===== src/rtl/loader_pkg.sv =====
// Shared types and constants for the instruction-memory byte-stream loader.
// LOADER_CHECKSUM_EN adds the trailing XOR checksum state.
package loader_pkg;
   localparam int INSTR_W        = 19;
   localparam int BYTES_PER_WORD = 3;
   localparam int LEN_W          = 16;

   // Bits of the final byte of a word that land in the instruction word
   localparam int TOP_BITS = INSTR_W - 8*(BYTES_PER_WORD-1);

   typedef enum logic [3:0] {
      IDLE, LEN0, LEN1, B0, B1, B2, WRITE,
`ifdef LOADER_CHECKSUM_EN
      CSUM,
`endif
      DONE, ERR
   } state_t;
endpackage


===== src/rtl/imem_loader.sv =====
// Loads N 19-bit instruction words from a byte stream into instruction memory,
// holding the CPU meanwhile. Optional trailing checksum via LOADER_CHECKSUM_EN.
module imem_loader
   import loader_pkg::*;
#(
   parameter int ADDR_W = 8,
   parameter int DEPTH  = 256
) (
   input  logic               clk,
   input  logic               reset,
   input  logic               start,
   input  logic               in_valid,
   input  logic [7:0]         in_data,
   output logic               in_ready,
   output logic               mem_we,
   output logic [ADDR_W-1:0]  mem_addr,
   output logic [INSTR_W-1:0] mem_wdata,
   output logic               cpu_hold,
   output logic               busy,
   output logic               done,
   output logic               err
);

   state_t           state, nxt;
   logic [7:0]       len_lo, b0, b1;
   logic [LEN_W-1:0] rem;
   logic [LEN_W-1:0] len_n;
   logic             accept, len_bad, b2_bad, last, sess_start;
`ifdef LOADER_CHECKSUM_EN
   logic [7:0]       csum;
`endif

   assign accept     = in_valid & in_ready;
   assign len_n      = {in_data, len_lo};
   assign len_bad    = (len_n == '0) || ({1'b0, len_n} > (LEN_W+1)'(DEPTH));
   assign b2_bad     = |in_data[7:TOP_BITS];
   assign last       = (rem == LEN_W'(1));
   assign sess_start = start && (state == IDLE || state == ERR);

   always_ff @(posedge clk or negedge reset) begin
      if (!reset) state <= IDLE;
      else        state <= nxt;
   end

   always_comb begin
      nxt = state;
      case (state)
         IDLE, ERR: if (start)  nxt = LEN0;
         LEN0:      if (accept) nxt = LEN1;
         LEN1:      if (accept) nxt = len_bad ? ERR : B0;
         B0:        if (accept) nxt = B1;
         B1:        if (accept) nxt = B2;
         B2:        if (accept) nxt = b2_bad ? ERR : WRITE;
`ifdef LOADER_CHECKSUM_EN
         WRITE:     nxt = last ? CSUM : B0;
         CSUM:      if (accept) nxt = (in_data == csum) ? DONE : ERR;
`else
         WRITE:     nxt = last ? DONE : B0;
`endif
         DONE:      nxt = IDLE;
         default:   nxt = IDLE;
      endcase
   end

   always_comb begin
      in_ready = 1'b0;
      case (state)
         LEN0, LEN1, B0, B1, B2: in_ready = 1'b1;
`ifdef LOADER_CHECKSUM_EN
         CSUM:                   in_ready = 1'b1;
`endif
         default:                in_ready = 1'b0;
      endcase
      mem_we   = (state == WRITE);
      cpu_hold = (state != IDLE);
      busy     = (state != IDLE) && (state != ERR);
      done     = (state == DONE);
      err      = (state == ERR);
   end

   // Address stops on the last word so a full DEPTH load never wraps it
   always_ff @(posedge clk or negedge reset) begin
      if (!reset) begin
         len_lo    <= '0;
         b0        <= '0;
         b1        <= '0;
         rem       <= '0;
         mem_addr  <= '0;
         mem_wdata <= '0;
      end else begin
         if (sess_start) begin
            rem      <= '0;
            mem_addr <= '0;
         end
         if (accept) begin
            case (state)
               LEN0:    len_lo <= in_data;
               LEN1:    rem    <= len_n;
               B0:      b0     <= in_data;
               B1:      b1     <= in_data;
               B2:      if (!b2_bad) mem_wdata <= {in_data[TOP_BITS-1:0], b1, b0};
               default: ;
            endcase
         end
         if (state == WRITE) begin
            rem <= rem - LEN_W'(1);
            if (!last) mem_addr <= mem_addr + ADDR_W'(1);
         end
      end
   end

`ifdef LOADER_CHECKSUM_EN
   always_ff @(posedge clk or negedge reset) begin
      if (!reset)          csum <= '0;
      else if (sess_start) csum <= '0;
      else if (accept)     csum <= csum ^ in_data;
   end
`endif

endmodule


===== config.mk =====
export PLATFORM = sky130hd
export DESIGN_NAME = imem_loader
export DESIGN_NICKNAME = d
export VERILOG_FILES = /design/src/rtl/loader_pkg.sv /design/src/rtl/imem_loader.sv
export SDC_FILE = /design/constraint.sdc
export NUM_CORES = 1
export LEC_CHECK = 0
export CORE_ASPECT_RATIO = 1.25
export CORE_MARGIN = 1
export CORE_UTILIZATION = 23
export CTS_CLUSTER_DIAMETER = 80
export DETAILED_ROUTE_END_ITERATION = 8
export DONT_BUFFER_PORTS = 1
export HOLD_SLACK_MARGIN = 0.02
export PLACE_DENSITY_LB_ADDON = 0.2
export REMOVE_ABC_BUFFERS = 1
export SLEW_MARGIN = 25
export SYNTH_ARGS = -nofsm -noshare
export SYNTH_HDL_FRONTEND = slang
export SYNTH_SLANG_ARGS = --single-unit
export TNS_END_PERCENT = 5

===== constraint.sdc =====
create_clock -name clk -period 2.6 [get_ports clk]
set_input_delay 0.13 -clock clk [delete_from_list [all_inputs] [get_ports clk]]
set_output_delay 0.13 -clock clk [all_outputs]
set_load 0.01 [all_outputs]

# Yosys cells after proc, flatten, opt, wreduce, memory -nomap -nowiden
# Index checks and enable logic that the tools add are counted.
# Widths: inputs -> output; s select.
totals:
  reg_bits: 71
  input_bits: 12
  out_inout_bits: 33
  elab_cells: 61
op_classes:
  n_addsub: 2
  magnitude_cmp: 1
  n_eq_ne: 16
  muxes: 18
  bitwise_logic: 2
  reduce_logical: 15
op_table:
  columns: ["cell", "count"]
  rows:
  - ["$mux 16", 4]
  - ["$mux 4", 8]
  - ["$pmux 4 s7", 1]
  - ["$mux 8", 3]
  - ["$eq 16x1->1 const B", 1]
  - ["$eq 4x3->1 const B", 4]
  - ["$gt 16x9->1 const B", 1]
  - ["$logic_not 16->1", 1]
  - ["$sub 16x1->16 const B", 1]
  - ["$ne 2x2->1 const B", 6]
  - ["$reduce_or 5->1", 2]
  - ["$add 8x1->8 const B", 1]
  - ["$eq 4x2->1 const B", 2]
  - ["$reduce_and 2->1", 3]
  - ["$reduce_and 6->1", 1]
  - ["$eq 4x1->1 const B", 1]
  - ["$eq 4x4->1 const B", 1]
  - ["$logic_not 4->1", 1]
  - ["$ne 4x4->1 const B", 1]
  - ["$reduce_bool 4->1", 1]
  - ["$mux 3", 1]
  - ["$reduce_and 3->1", 1]
  - ["$logic_and 1x1->1", 2]
  - ["$logic_or 1x1->1", 2]
  - ["4 further kinds", 4]

# Longest topological paths before layout
# Gate-level depths: netlist of the first run.
logic_depth:
  depth_word: 7
  mapped_depth: 7
  ltp_nobuf: 7

# Least setup slack after synthesis of the first run
# OpenSTA, ideal clock, no wires.
synth_path:
  path_kind: "reg2reg"
  startpoint: "register rem[0]"
  endpoint: "register rem[14]"
  setup_time_ns: 0.126
  arrival_time_ns: 1.609
  required_ns: 2.474
  path_slack_ns: 0.865
  path_stages_with_launch: 8
  period_less_slack_ns: 1.735
  path_cell_list: "dfrtp_1 -> inv_1 -> ha_1 -> nor3b_1 -> nand2_1 -> nor4_2 -> mux2i_1 -> a221o_1"
synth_between:
  elab_chain_len: 2
synth_lines:
  columns: ["item", "line", "rtl"]
  rows:
  - ["start: declaration", "imem_loader.sv:26", "logic [LEN_W-1:0] rem;"]
  - ["start signal: assignment", "imem_loader.sv:98", "LEN1: rem <= len_n;"]
  - ["start signal: assignment", "imem_loader.sv:106", "rem <= rem - LEN_W'(1);"]
  - ["$sub 16x1->16", "imem_loader.sv:106", null]
  - ["$mux 16", "imem_loader.sv:105", "if (state == WRITE) begin"]
# No other way between the ends.
# A chain may end at the register's enable or synchronous reset.

# Final worst setup path of the first run
layout_path:
  startpoint: "register state[1]"
  endpoint: "register mem_addr[6]"
layout_between:
  elab_cells_between_ends: 8
  classes_between: "eq/ne: 2; mux: 3; reduce/logical: 3"
layout_lines:
  columns: ["item", "line", "rtl"]
  rows:
  - ["start: declaration", "imem_loader.sv:24", "state_t state, nxt;"]
  - ["start signal: assignment", "imem_loader.sv:42", "else state <= nxt;"]
  - ["$eq 4x3->1", null, null]
  - ["net mem_we", "imem_loader.sv:15", "output logic mem_we,"]
  - ["$mux 8", "imem_loader.sv:105", null]
  - ["end signal: assignment", "imem_loader.sv:107", "if (!last) mem_addr <= mem_addr + ADDR_W'(1);"]
  - ["end: declaration", "imem_loader.sv:16", "output logic [ADDR_W-1:0] mem_addr,"]
# The timed path passes the listed nets, and every way through them passes these cells.

==> flow_metrics.tcl, run 1 <==
set metrics [dict create \
    status "complete, but fails checks" \
    violations "design-rule violations" \
    path_max_fanout 17 \
    dp_hpwl_mm 6.03 \
    path_class "reg -> reg" \
    grt_pass1_vias 2520 \
    die_w_um 111 \
    ctsRootBufferMaster "clkbuf_16" \
    critical-path-top-delay-family "simple AND/OR/NAND/NOR gates" \
    end_kind "flop" \
    ant_nets 0 \
    reg2reg_from "state[1]" \
    io_buffers 0 \
    fin_worst_skew_ps 9.20 \
    routedWlPerCell_um 17.9 \
    h-tree-depth 3 \
    final_cells 493 \
    clkSinkCount 71 \
    fin_crit_ps 2140 \
    p_leak_nw 1.79 \
    start_util_pct 23.7 \
    start_kind "flop" \
    rsz0062_at_grt "false" \
    hold_class "in -> reg" \
    synth_cell_types 54 \
    reg2regPathDepth 6 \
    min_path_cells 2 \
    num_antenna_cells 0 \
    tightestPinTransition_ps 482 \
    netlist_area_mm2 0.00344 \
    gp_congestion 0.786 \
    min_from "start" \
    grt_pass1_wl_mm 14.2 \
    clock_path_buffers 2 \
    grt_usage_pct 12.3 \
    final_common_cell "dfrtp_1" \
    cp.required_ps 2810 \
    final_cell_mix "dfrtp_1, mux2_2, nand2_1" \
    yosysWarningCount 0 \
    tns_ps 0 \
    async_flop_share_pct 100 \
    antenna_found_initial 0 \
    total_power_mw 4.62 \
    vias 2404 \
    final_net_count 325 \
    max_stage_delay_ps 520 \
    viasPerCell 4.88 \
    die_area_mm2 0.0155 \
    seq_area_frac_synth_pct 51.6 \
    critical_path_buf_inv_count 1 \
    ys_seq_elements 71 \
    fp-row-count 49 \
    drt_wl_total_mm 8.84 \
    clk_latency_ps 340 \
    cts_made_buffers 9 \
    firstDrtPassIters 6 \
    overflow 0 \
    core-area_mm2 0.0145 \
    crit_arrival_ps 2340 \
    chipHeight_um 139 \
    synth_top_flop_cell "dfrtp_1" \
    syn_to_final_growth_pct 18.1 \
    clk_pin_slew_ps 60 \
    crit_path_cell_trace "nor2b_2 > nand2_4 > inv_2 > nand2_1 > o311ai_0 > o41ai_1" \
    fin_util_pct 28.0 \
    drc 4 \
    hold_viol 0 \
    syn_avg_cell_area_um2 11.5 \
    io_pins 45 \
    p_per_area_mw_per_mm2 1140 \
    crit_slowest_cell "dfrtp_1" \
    min_to "mem_addr[3]" \
    startpoint "state[1]" \
    period_share_pct 82.2 \
    synth_enable_flop_cells 0 \
    relSlewSlack_pct 67.6 \
    place_inst 466 \
    synth_cells 298 \
    cts_tree "done" \
    drv_cap 0 \
    peakVddDrop_v 0.000398 \
    finalInstanceArea_mm2 0.00406 \
    max_freq_mhz 468 \
    drt_iter0_drc 123 \
    r2r-end "mem_addr[6]" \
    setup_viol 0 \
    rrSetupSlack_ps 460 \
    grt_max_degree 72 \
    dpl_cell_area_mm2 0.00359 \
    drive_gt1_share_pct 24.1 \
    slew_viol_final 0 \
]
-- cell usage after synthesis, types with 2 or more instances --
cell | count | area [um^2]
nand3_1 | 10 | 50.1
or3_1 | 3 | 18.8
o31a_1 | 2 | 17.5
buf_6 | 4 | 45.0
buf_2 | 7 | 35.0
mux2i_1 | 3 | 30.0
inv_1 | 5 | 18.8
mux2_2 | 43 | 484
dfrtp_1 | 71 | 1780
a221o_1 | 8 | 80.1
nand2_1 | 26 | 97.6
a211oi_1 | 2 | 15.0
nor4_1 | 5 | 31.3
nor2_1 | 17 | 63.8
and2_1 | 3 | 18.8
o21ai_0 | 15 | 75.1
o211ai_1 | 4 | 30.0
nand4_1 | 4 | 25.0
ha_1 | 3 | 37.5
a21oi_1 | 6 | 30.0
a21boi_0 | 3 | 22.5
o21ai_1 | 4 | 20.0
nor3_1 | 10 | 50.1
and3_1 | 3 | 18.8
a22oi_1 | 3 | 22.5
nand2b_1 | 3 | 18.8
or4_1 | 3 | 22.5
inv_2 | 2 | 7.51
-- worst max-delay path by stage --
stage	depth (start not counted)	endpoint	slack (ps)
floorplan	6	mem_addr[6]	830
CTS	6	mem_addr[6]	440
detailed placement	6	mem_addr[6]	470
global placement	6	mem_addr[6]	540
finish	6	mem_addr[6]	460
global route	6	mem_addr[6]	190
-- cells by family after synthesis --
logic type,Yosys count,synth area share [%]
flip-flops,71,51.6
AO/OA/AOI/OAI,57,11.7
XOR/XNOR,1,0.255
multiplexers,46,14.9
adder cells (fa/ha/maj),3,1.09
buffers and inverters,18,3.09
AND/OR/NAND/NOR,102,17.2
-- through the flow --
stage          worst slack, ps  hold WS (ps)
2_1_floorplan              832          -166
3_3_place_gp               536          -159
3_5_place_dp               468          -158
4_1_cts                    442          79.8
5_1_grt                    193          91.3
6_report                   464          92.3
-- per-layer routing --
layer / global-route usage (%) / share of wire (%) / vias up / routed length [um]
met2: 20.0 / 49 / 45 / 4370
met4: 5.69 / 2.0 / 0 / 180
li1: - / - / 1131 / -
met5: 0 / 0 / - / 0
met1: 14.7 / 43 / 1216 / 3770
met3: 4.02 / 5.8 / 12 / 515
-- timing repair --
action | in CTS | in global routing
hold buffers | 11 | 0
endpoints found under the hold margin | 108 | 0
buffers inserted | 0 | 0
gates resized for setup | 0 | 0
-- area by class of cell --
cell class	count	area [um^2]
fillers	1474	10500
flip-flops and latches	71	1780
multi-input cells	209	1560
clock buffers	9	225
well taps	178	223
repair buffers	12	135
clock inverters	7	120
inverters	7	26.3
-- registers in the layout, summed over array words and instances, names as in the netlist --
signal,flops
rem,16
b1,8
state,4
mem_addr,8
len_lo,8
mem_wdata,19
b0,8
-- power by group --
group | internal [mW] | total, mW | switching (mW)
Clock | 0.940 | 1.43 | 0.492
Sequential | 1.44 | 1.82 | 0.384
Combinational | 0.616 | 1.37 | 0.754
Total | 2.99 | 4.62 | 1.63
Power figures use the tool's default switching activity.
==> run 2, diff against run 1 <==
==> constraint.sdc (replaced) <==
create_clock -name clk -period 1.8 [get_ports clk]
set_input_delay 0.09 -clock clk [delete_from_list [all_inputs] [get_ports clk]]
set_output_delay 0.09 -clock clk [all_outputs]
set_load 0.01 [all_outputs]
==> flow_metrics.tcl, run 2 (synthesized netlist as in run 1, its figures left out) <==
set metrics [dict create \
    status "complete, but fails checks" \
    violations "design-rule violations, negative setup slack" \
    period_share_pct 101 \
    io_buffers 0 \
    grt_pass1_vias 2714 \
    top_regs "mem_wdata (19), rem (16)" \
    hold_class "in -> reg" \
    h-tree-depth 3 \
    tightestPinTransition_ps 422 \
    finalInstanceArea_mm2 0.00439 \
    drt_wl_total_mm 9.26 \
    max_freq_mhz 553 \
    cts_tree "done" \
    startpoint "rem[3]" \
    peakVddDrop_v 0.000574 \
    min_from "start" \
    fp-row-count 49 \
    cts_made_buffers 9 \
    clk_latency_ps 340 \
    fin_worst_skew_ps 11.0 \
    final_cell_mix "dfrtp_1, mux2_2, buf_4" \
    largest_reg_flops 19 \
    path_max_fanout 5 \
    cp.required_ps 2010 \
    drc 4 \
    hold_viol 0 \
    route.met3.wl_um 418 \
    final_net_count 361 \
    drt_iter0_drc 168 \
    multi_input_area_mm2 0.00160 \
    p_leak_nw 1.98 \
    ctsRootBufferMaster "clkbuf_16" \
    reg2reg_from "rem[3]" \
    crit_arrival_ps 2020 \
    dpl_cell_area_mm2 0.00389 \
    clk_pin_slew_ps 70 \
    drive_gt1_share_pct 34.8 \
    end_kind "flop" \
    hold_ws_ps 47.3 \
    dp_hpwl_mm 6.35 \
    grt_pass1_wl_mm 15.0 \
    viasPerCell 4.87 \
    num_antenna_cells 0 \
    antenna_found_initial 0 \
    chipHeight_um 139 \
    fillers 1466 \
    setup_viol 1 \
    wl_met2_mm 4.63 \
    rsz0062_at_grt "true" \
    clkSinkCount 71 \
    start_util_pct 23.7 \
    clock_path_buffers 2 \
    ant_nets 0 \
    grt_usage_pct 12.6 \
    gp_congestion 0.791 \
    die_w_um 111 \
    overflow 0 \
    grt_max_degree 72 \
    final-seq-area_mm2 0.00178 \
    reg2regPathDepth 4 \
    p_per_area_mw_per_mm2 1630 \
    final_common_cell "dfrtp_1" \
    drv_cap 0 \
    setup_slack_ps -9.68 \
    firstDrtPassIters 6 \
    die_area_mm2 0.0155 \
    start_kind "flop" \
    syn_to_final_growth_pct 27.5 \
    tns_ps -9.68 \
    path_class "reg -> reg" \
    vias 2576 \
    min_path_cells 2 \
    met1_length_mm 4.01 \
    fin_crit_ps 1810 \
    io_pins 45 \
    core-area_mm2 0.0145 \
    slew_viol_final 0 \
    relSlewSlack_pct 71.6 \
    highest_layer "met4" \
    routedWlPerCell_um 17.5 \
    largest_register "mem_wdata" \
]
-- run 2: cell count changes in the layout (fill, tap and decap cells not counted), moves of 2 or more --
cell,previous run,this run
buf_12,0,3
buf_4,1,34
bufinv_16,3,1
dfrtp_1,71,69
dfrtp_2,0,2
inv_8,0,2
nand2_1,26,24
nand2_2,0,2
-- run 2: worst paths after layout --
| path | slack, ps | endpoint |
|---|---|---|
| worst min-delay path | 50 | mem_addr[3] |
| max in group asynchronous | 1160 | state[3] |
| worst max register to register | -10 | rem[7] |
| worst max-delay path | -10 | rem[7] |
| min in group asynchronous | 320 | rem[6] |
| worst min register to register | 500 | b1[6] |
-- run 2: report_power, final --
| group | leakage [nW] | switching, mW | internal, mW |
|---|---|---|---|
| logic | 0.889 | 1.39 | 1.38 |
| registers | 0.936 | 0.426 | 2.08 |
| clock network | 0.154 | 0.777 | 1.11 |
| total | 1.98 | 2.60 | 4.56 |
-- run 2: area by class of cell --
type | count | share of cell area, %
Clock buffer | 9 | 5.13
Clock inverter | 7 | 2.00
Inverter | 7 | 0.599
Multi-Input combinational cell | 209 | 36.5
Sequential cell | 71 | 40.6
Tap cell | 178 | 5.08
Timing Repair Buffer | 48 | 10.1
-- run 2: repair_timing --
| action | in CTS | in global routing |
|---|---|---|
| setup endpoints to repair | 6 | 41 |
| gates resized for setup | 3 | 12 |
| hold buffers | 11 | 0 |
| buffers inserted | 0 | 1 |
| gates cloned | 0 | 0 |
| pin swaps | 1 | 5 |
| endpoints found under the hold margin | 108 | 0 |
-- run 2: metrics by stage --
step	utilization, %	power, mW	instances	worst slack, ps
floorplan	-	4.02	287	32.4
global placement	26.8	5.07	501	32.5
detailed placement	26.8	5.09	501	-23.2
CTS	29.9	7.11	528	-1.73
global route	30.2	7.63	529	-44.7
finish	30.2	7.16	529	-9.68
-- run 2: metal layers --
layer,track usage [%],vias to the layer above
met5,0,-
met4,5.83,0
met3,2.97,11
met2,21.1,53
met1,15.1,1300
li1,-,1212
-- run 2: critical path, stage by stage, from the launching register on --
cell and delay [ps]:
dfrtp_1 470, or4_4 600, nor4_4 230, o21ai_1 90, a221o_1 300
